===== src/rtl/fetch_sequencer.sv =====
// Program counter and fetch/execute sequencer for the 3-stage RV32 core.
// Owns the fetch PC, tags the EX instruction valid, and handles stall, redirect, halt and boot delay.
module fetch_sequencer #(
  parameter logic [31:0] RESET_PC    = 32'h0000_0000,
  parameter int          IMEM_DEPTH  = 4096,
  parameter int          BOOT_CYCLES = 2
) (
  input  logic                          i_clk,
  input  logic                          i_res,
  input  logic                          i_stall_req,
  input  logic                          i_branch_taken,
  input  logic [31:0]                   i_branch_target,
  input  logic                          i_halt_req,
  input  logic                          i_resume,
  output logic [$clog2(IMEM_DEPTH)-1:0] o_imem_addr,
  output logic                          o_ir_we,
  output logic [31:0]                   o_pc_F,
  output logic [31:0]                   o_pc_EX,
  output logic                          o_valid_EX,
  output logic [31:0]                   o_retire_cnt,
  output logic                          o_halted,
  output logic                          o_err
);

  localparam int          AW       = $clog2(IMEM_DEPTH);
  localparam logic [32:0] PC_LIMIT = 33'(IMEM_DEPTH) << 2;
  localparam logic [3:0]  BOOT_END = 4'(BOOT_CYCLES);

  typedef enum logic [1:0] {
    S_BOOT,
    S_RUN,
    S_HALT
  } state_t;

  state_t      r_state;
  logic [3:0]  r_bootCnt;
  logic [31:0] r_pcF;
  logic [31:0] r_pcEx;
  logic        r_validEx;
  logic [31:0] r_retireCnt;
  logic        r_err;

  logic        w_fault;
  logic        w_targetMisaligned;
  logic [31:0] w_retireNext;

  // A fetch PC that is misaligned or beyond the end of instruction memory must never be fetched.
  assign w_fault            = (r_pcF[1:0] != 2'b00) || ({1'b0, r_pcF} >= PC_LIMIT);
  assign w_targetMisaligned = (i_branch_target[1:0] != 2'b00);
  assign w_retireNext       = r_retireCnt + 32'(r_validEx);

  assign o_imem_addr  = r_pcF[AW+1:2];
  assign o_ir_we      = (r_state == S_RUN) && !i_stall_req && !w_fault;
  assign o_halted     = (r_state == S_HALT);
  assign o_pc_F       = r_pcF;
  assign o_pc_EX      = r_pcEx;
  assign o_valid_EX   = r_validEx;
  assign o_retire_cnt = r_retireCnt;
  assign o_err        = r_err;

  always_ff @(posedge i_clk) begin
    if (!i_res) begin
      r_state     <= S_BOOT;
      r_bootCnt   <= 4'd0;
      r_pcF       <= RESET_PC;
      r_pcEx      <= 32'd0;
      r_validEx   <= 1'b0;
      r_retireCnt <= 32'd0;
      r_err       <= 1'b0;
    end else begin
      case (r_state)
        S_BOOT: begin
          if (r_bootCnt == BOOT_END) begin
            r_state <= S_RUN;
          end else begin
            r_bootCnt <= r_bootCnt + 4'd1;
          end
        end

        S_RUN: begin
          // A stalled EX instruction has not finished, so its branch/halt requests are not yet meaningful.
          if (!i_stall_req) begin
            if (w_fault) begin
              r_err       <= 1'b1;
              r_state     <= S_HALT;
              r_validEx   <= 1'b0;
              r_retireCnt <= w_retireNext;
            end else if (r_validEx && i_branch_taken) begin
              r_retireCnt <= r_retireCnt + 32'd1;
              r_validEx   <= 1'b0;
              if (w_targetMisaligned) begin
                r_err   <= 1'b1;
                r_state <= S_HALT;
              end else begin
                r_pcF <= i_branch_target;
                if (i_halt_req) begin
                  r_state <= S_HALT;
                end
              end
            end else if (r_validEx && i_halt_req) begin
              r_retireCnt <= r_retireCnt + 32'd1;
              r_validEx   <= 1'b0;
              r_state     <= S_HALT;
            end else begin
              r_pcEx      <= r_pcF;
              r_validEx   <= 1'b1;
              r_pcF       <= r_pcF + 32'd4;
              r_retireCnt <= w_retireNext;
            end
          end
        end

        S_HALT: begin
          r_validEx <= 1'b0;
          if (i_resume) begin
            r_state <= S_RUN;
          end
        end

        default: begin
          r_state <= S_BOOT;
        end
      endcase
    end
  end

endmodule


===== config.mk =====
export PLATFORM = sky130hd
export DESIGN_NAME = fetch_sequencer
export DESIGN_NICKNAME = d
export VERILOG_FILES = /design/src/rtl/fetch_sequencer.sv
export SDC_FILE = /design/constraint.sdc
export NUM_CORES = 1
export LEC_CHECK = 0
export ABC_AREA = 1
export CORE_MARGIN = 2
export CORE_UTILIZATION = 51
export DETAILED_ROUTE_END_ITERATION = 7
export HOLD_SLACK_MARGIN = 0.08
export PLACE_DENSITY = 0.81
export SYNTH_ARGS = -nofsm -noshare
export SYNTH_HDL_FRONTEND = slang
export SYNTH_SLANG_ARGS = --single-unit

===== constraint.sdc =====
create_clock -name i_clk -period 2.2 [get_ports i_clk]
set_input_delay 0.44 -clock i_clk [delete_from_list [all_inputs] [get_ports i_clk]]
set_output_delay 0.44 -clock i_clk [all_outputs]
set_load 0.005 [all_outputs]

# == Yosys cells after proc, flatten, opt, wreduce, memory -nomap -nowiden ==
# Cells that the tools add are included.
# totals
ramBits,0
output_inout_bits,112
mem_count,0
word_cells,70
regBits,104
mem_bits_ro,0
input_bits,38
latchBits,0
# op_classes
n_lt_le_gt_ge,1
div,0
n_reduce_logical,20
n_shift,0
mux,23
n_addsub,4
bitwise,5
eq_ne,10
mul,0
# op_table
op,n
2-to-1 mux 32 bit,6
adder 32 x 1 -> 32 bit,1
"adder 32 x 1 -> 32 bit, second input constant",1
"adder 32 x 3 -> 32 bit, second input constant",1
">= comparator 32 x 15 -> 1 bit, second input constant",1
2-to-1 mux 2 bit,8
AND reduction 5 bit,3
"!= test 2 bit, second input constant",5
nonzero test 2 bit,5
2-to-1 mux 1 bit,7
case mux 2 bit (3 select lines),1
AND reduction 2 bit,3
"!= test 5 bit, second input constant",1
NOT 1 bit,5
"adder 4 x 1 -> 4 bit, second input constant",1
"== test 4 x 2 -> 1 bit, second input constant",1
logical AND 1 bit,4
"!= test 4 x 2 -> 1 bit, second input constant",1
AND reduction 4 bit,1
"== test 2 x 1 -> 1 bit, second input constant",1
"== test 2 bit, second input constant",1
zero test 1 bit,2
zero test 2 bit,1
case mux 1 bit (2 select lines),1
logical OR 1 bit,1

# == Logic depth before layout (Yosys ltp) ==
# depth
ltp_word,6
depth_mapped,13
depth_no_buf,13

# == Worst setup path after synthesis ==
# OpenSTA, ideal clock, no wires.
# synth_timing
kind,reg-to-reg
startpoint,reg r_validEx (netlist: o_valid_EX)
endpoint,reg r_retireCnt[16] (netlist: o_retire_cnt[16])
stages_incl_launch_ff,14
setup_slack_ns,0.445
t_arrival_ns,1.642
synth_period_minus_slack_ns,1.755
required_ns,2.087
cell_sequence,dfxtp_1 -> ha_1 -> ha_1 -> inv_1 -> nor2_2 -> inv_1 -> nor2_1 -> nand3_1 -> nand2_1 -> nand2_1 -> nor2_1 -> nand2_1 -> nand2_1 -> nor2_1
# synth_between
elab_chain_len,4
word_cells_on_any_way,6
classes_between,add/sub: 1; mux: 3; reduce/logical: 2
# synth_rtl
element,line,rtl
start: declaration,39,logic r_validEx;
start signal: assignment,67,r_validEx <= 1'b0;
start signal: assignment,86,r_validEx <= 1'b0;
start signal: assignment,90,r_validEx <= 1'b0;
adder 32 x 1 -> 32 bit or logical AND 1 bit (tied branches),"50, 100",
2-to-1 mux 32 bit,100,end else if (r_validEx && i_halt_req) begin
2-to-1 mux 32 bit,88,end else if (r_validEx && i_branch_taken) begin
2-to-1 mux 32 bit (*),83,if (w_fault) begin
end signal: assignment,87,r_retireCnt <= w_retireNext;
end signal: assignment,89,r_retireCnt <= r_retireCnt + 32'd1;
end signal: assignment,101,r_retireCnt <= r_retireCnt + 32'd1;
end: declaration,40,logic [31:0] r_retireCnt;
# Mark *: on every way between the ends. The rest lies on a longest branch, timed or not.
# A chain may end at the register's enable or synchronous reset.

# == Final worst setup path ==
# layout_timing
startpoint,reg r_pcF[25] (netlist: o_pc_F[25])
endpoint,out o_ir_we
# layout_between
elab_chain_len,4
# layout_rtl
element,line,rtl
start: declaration,37,logic [31:0] r_pcF;
start signal: assignment,95,r_pcF <= i_branch_target;
start signal: assignment,107,r_pcF <= r_pcF + 32'd4;
>= comparator 32 x 15 -> 1 bit,48,"assign w_fault = (r_pcF[1:0] != 2'b00) || ({1'b0, r_pcF} >= PC_LIMIT);"
logical OR 1 bit,48,
zero test 1 bit,53,assign o_ir_we = (r_state == S_RUN) && !i_stall_req && !w_fault;
logical AND 1 bit,53,
end: declaration,16,"output logic o_ir_we,"
# No other way between the ends.

==> impl_metrics.env <==
export IMPL_fin_crit_sh_pct=92.40
export IMPL_fmax_mhz=491.9
export IMPL_num_fill_cells=1097
export IMPL_vias=7040
export IMPL_setup_slack_ns=0.1672
export IMPL_dominantRegCellSynth="dfxtp_1"
export IMPL_synth_yosys_seq_area_share_pct=32.84
export IMPL_final_nets=1209
export IMPL_min_delay_start="o_pc_F[0]"
export IMPL_finalClockSkew_ns=0.009197
export IMPL_slew_violations=0
export IMPL_grt_ovfl_total=0
export IMPL_min_path_type="reg2reg"
export IMPL_diodes=0
export IMPL_cts_tree="done"
export IMPL_slew_headroom_pct=63.70
export IMPL_yosys_warnings=0
export IMPL_post_dp_hpwl_um=14180
export IMPL_synth_avg_cell_area_um2=6.228
export IMPL_clock_latency_ns=0.35
export IMPL_min_to="o_pc_F[0]"
export IMPL_fin_util_pct=69.23
export IMPL_die_area_um2=13340
export IMPL_startpoint_type="register"
export IMPL_slowest_delay_ns=0.36
export IMPL_crit_fanout=5
export IMPL_wl_per_cell_um=14.35
export IMPL_path_cells="nor2_1 > nand3_1 > nor2_4 > nand2_2 > nor2_2 > dlygate4sd2_1"
export IMPL_r2r_cells=10
export IMPL_async_flop_share_pct=0
export IMPL_die_w_um=115.5
export IMPL_cpMaxStageDelayCell="dfxtp_1"
export IMPL_p_clk_share_pct=27.8
export IMPL_grt_pass1_vias=6305
export IMPL_drt_initial_drc_count=625
export IMPL_sequentialPowerShare_pct=39.8
export IMPL_arrival_ns=1.59
export IMPL_rsz0062_at_grt="false"
export IMPL_hold_viol_final=0
export IMPL_worst_slew_pin_slew_ns=0.5438
export IMPL_r2r_slack_ns=0.25
export IMPL_boundaryPins=150
export IMPL_netlist_area_um2=6340
export IMPL_reg2reg_from="o_retire_cnt[1]"
export IMPL_synth_edf_count=0
export IMPL_clk_pin_slew_ns=0.07
export IMPL_io_buffers=149
export IMPL_post_place_ws_ns=-0.03142
export IMPL_crit_required_ns=1.76
export IMPL_die_h_um=115.5
export IMPL_holdWs_ns=0.4486
export IMPL_fp_coreArea_um2=12060
export IMPL_drcViolationCount=0
export IMPL_drtPass1Iterations=5
export IMPL_p_comb_share_pct=32.4
export IMPL_syn_num_nets=1063
export IMPL_wl_um=19170
export IMPL_cts_inserted_buffers=9
export IMPL_grt_max_degree=33
export IMPL_syn_instance_count=1018
export IMPL_hold_path_depth=2
export IMPL_r2r_end="o_retire_cnt[30]"
export IMPL_cts_root_buf="clkbuf_16"
export IMPL_viasPerCell=5.269
export IMPL_antenna_found_initial=0
export IMPL_grt_pass1_wl_um=31080
export IMPL_cp_end_kind="output port"
export IMPL_powerDensity_nw_per_um2=697.2
export IMPL_synth_seq_cells=104
export IMPL_cts_max_level=3
export IMPL_grt_usage_pct=29.31
export IMPL_p_int_uw=3811
export IMPL_cts_max_path_buffers=2
export IMPL_postCtsHoldBufs=0
export IMPL_power_total_uw=5822
export IMPL_p_switching_uw=2011
export IMPL_worst_setup_path_type="reg2out"
export IMPL_maxCapViolations=0
export IMPL_place_congestion=0.9358
export IMPL_ir_worst_vdd_mv=0.7122
export IMPL_drive_above_1_share_pct=7.877
export IMPL_path_buf_inv=1
export IMPL_clock_sinks=104
export IMPL_critPathTopFamily="simple AND/OR/NAND/NOR gates"
export IMPL_area_growth_pct=31.72
export IMPL_postRouteAntennaNets=0
export IMPL_status="finished, final reports clean"
export IMPL_report_final_setup_viol=0
export IMPL_fin_crit_ns=2.033
export IMPL_swShare_pct=34.54
export IMPL_rows=40
export IMPL_start_util_pct=52.56
export IMPL_leakage_uw=0.003204
export IMPL_synth_distinct_cells=36
sequential cells by signal, indices dropped and copies added, names as in the netlist:
signal	flops
r_state	2
o_valid_EX	1
o_pc_EX	32
o_pc_F	32
r_bootCnt	4
o_err	1
o_retire_cnt	32
worst reg2reg max path: stages, from the launching register on:
cell and delay [ns]:
dfxtp_1 0.43, ha_1 0.29, inv_1 0.08, nor2_2 0.27, nand2_1 0.22, nor2_1 0.22
nand2_1 0.08, nand2_1 0.05, nand3_1 0.07, nand3_1 0.06, a21oi_1 0.07
power by group through the flow:
stage | clock network (uW) | registers, uW | logic [uW]
after floorplan | 0 | 2290 | 1080
after global placement | 0 | 2340 | 1810
after detailed placement | 0 | 2340 | 1850
after CTS | 1650 | 2310 | 1880
after global routing | 1730 | 2340 | 2090
final | 1620 | 2320 | 1890
layout make-up:
cell class                      instances  area (um2)  area share [%]
Clock inverter                          6       66.31          0.7941
Timing Repair Buffer                  178        1728           20.69
Sequential cell                       104        2083           24.95
Multi-Input combinational cell        762        3628           43.45
Tap cell                              168       210.2           2.517
Clock buffer                            9       225.2           2.697
Inverter                              109       409.1           4.900
synthesized netlist by cell type (11+ instances only):
library cell	instances	share of area, %
o21ai_0	55	4.3
nand3_2	11	1.7
inv_2	17	1.0
inv_1	91	5.4
nand3_1	110	8.7
nor2_1	189	11
nand2_1	248	15
clkbuf_1	16	0.95
xor2_1	21	2.9
nand4_1	12	1.2
dfxtp_1	104	33
a21oi_1	58	4.6
buf_4	13	1.5
logic make-up after synthesis:
group | Yosys count | synth area share, %
xor gates and xnor gates | 27 | 3.730
AOI/OAI and AO/OA | 127 | 10.38
buffers and inverters | 152 | 10.20
and+or+nand+nor | 596 | 40.68
DFF | 104 | 32.84
adders and majority gates | 7 | 1.381
muxes | 5 | 0.7895
placed cells by master, fill, tap and decap left out, types with 2 or more instances in the layout:
cell type	instances
inv_1	91
clkinv_2	2
ha_1	7
dfxtp_1	103
clkbuf_16	9
a31oi_1	2
a21oi_1	58
nand2_1	248
xnor2_1	6
xor2_1	21
o211ai_1	6
mux2i_1	5
buf_4	27
nand3_2	11
buf_12	2
nand3_1	110
nand4_1	12
nand2_2	3
nor3_1	7
nor2_4	5
clkdlybuf4s50_1	147
o21ai_1	4
o21ai_0	55
nor2_1	188
inv_6	2
inv_2	17
nor2_2	6
routing by layer:
| layer | global-route usage [%] | share of wire [%] |
|---|---|---|
| met1 | 40.58 | 45 |
| met4 | 9.478 | 2.3 |
| met2 | 43.59 | 43 |
| met3 | 9.100 | 9.2 |
| met5 | 0 | 0 |
per-stage QoR:
step	instance area, um2	instances	setup TNS, ns
after detailed placement	8034	1320	-0.03142
after floorplan	6340	1018	0
final	8351	1336	0
after global routing	8351	1336	0
after CTS	8346	1336	0
after global placement	8034	1320	-0.02522
worst max path at each step:
stage                          startpoint                to  slack [ns]  cells past startpoint
after CTS                      o_pc_F[25]           o_ir_we        0.17                      6
after global placement        i_stall_req           o_ir_we       -0.03                      5
after floorplan                o_valid_EX  o_retire_cnt[16]        0.44                     13
after global routing      o_retire_cnt[1]  o_retire_cnt[14]        0.03                      9
final                          o_pc_F[25]           o_ir_we        0.17                      6
after detailed placement      i_stall_req           o_ir_we       -0.03                      5
timing repair:
action                     4_1_cts  5_1_grt
setup buffers                    1        0
cloned                           0        0
hold endpoints to repair         0        0
pin swaps                        1        0
setup endpoints to repair        1        4
resized for setup                5        1
No activity file was read; power rests on OpenSTA's default activity.
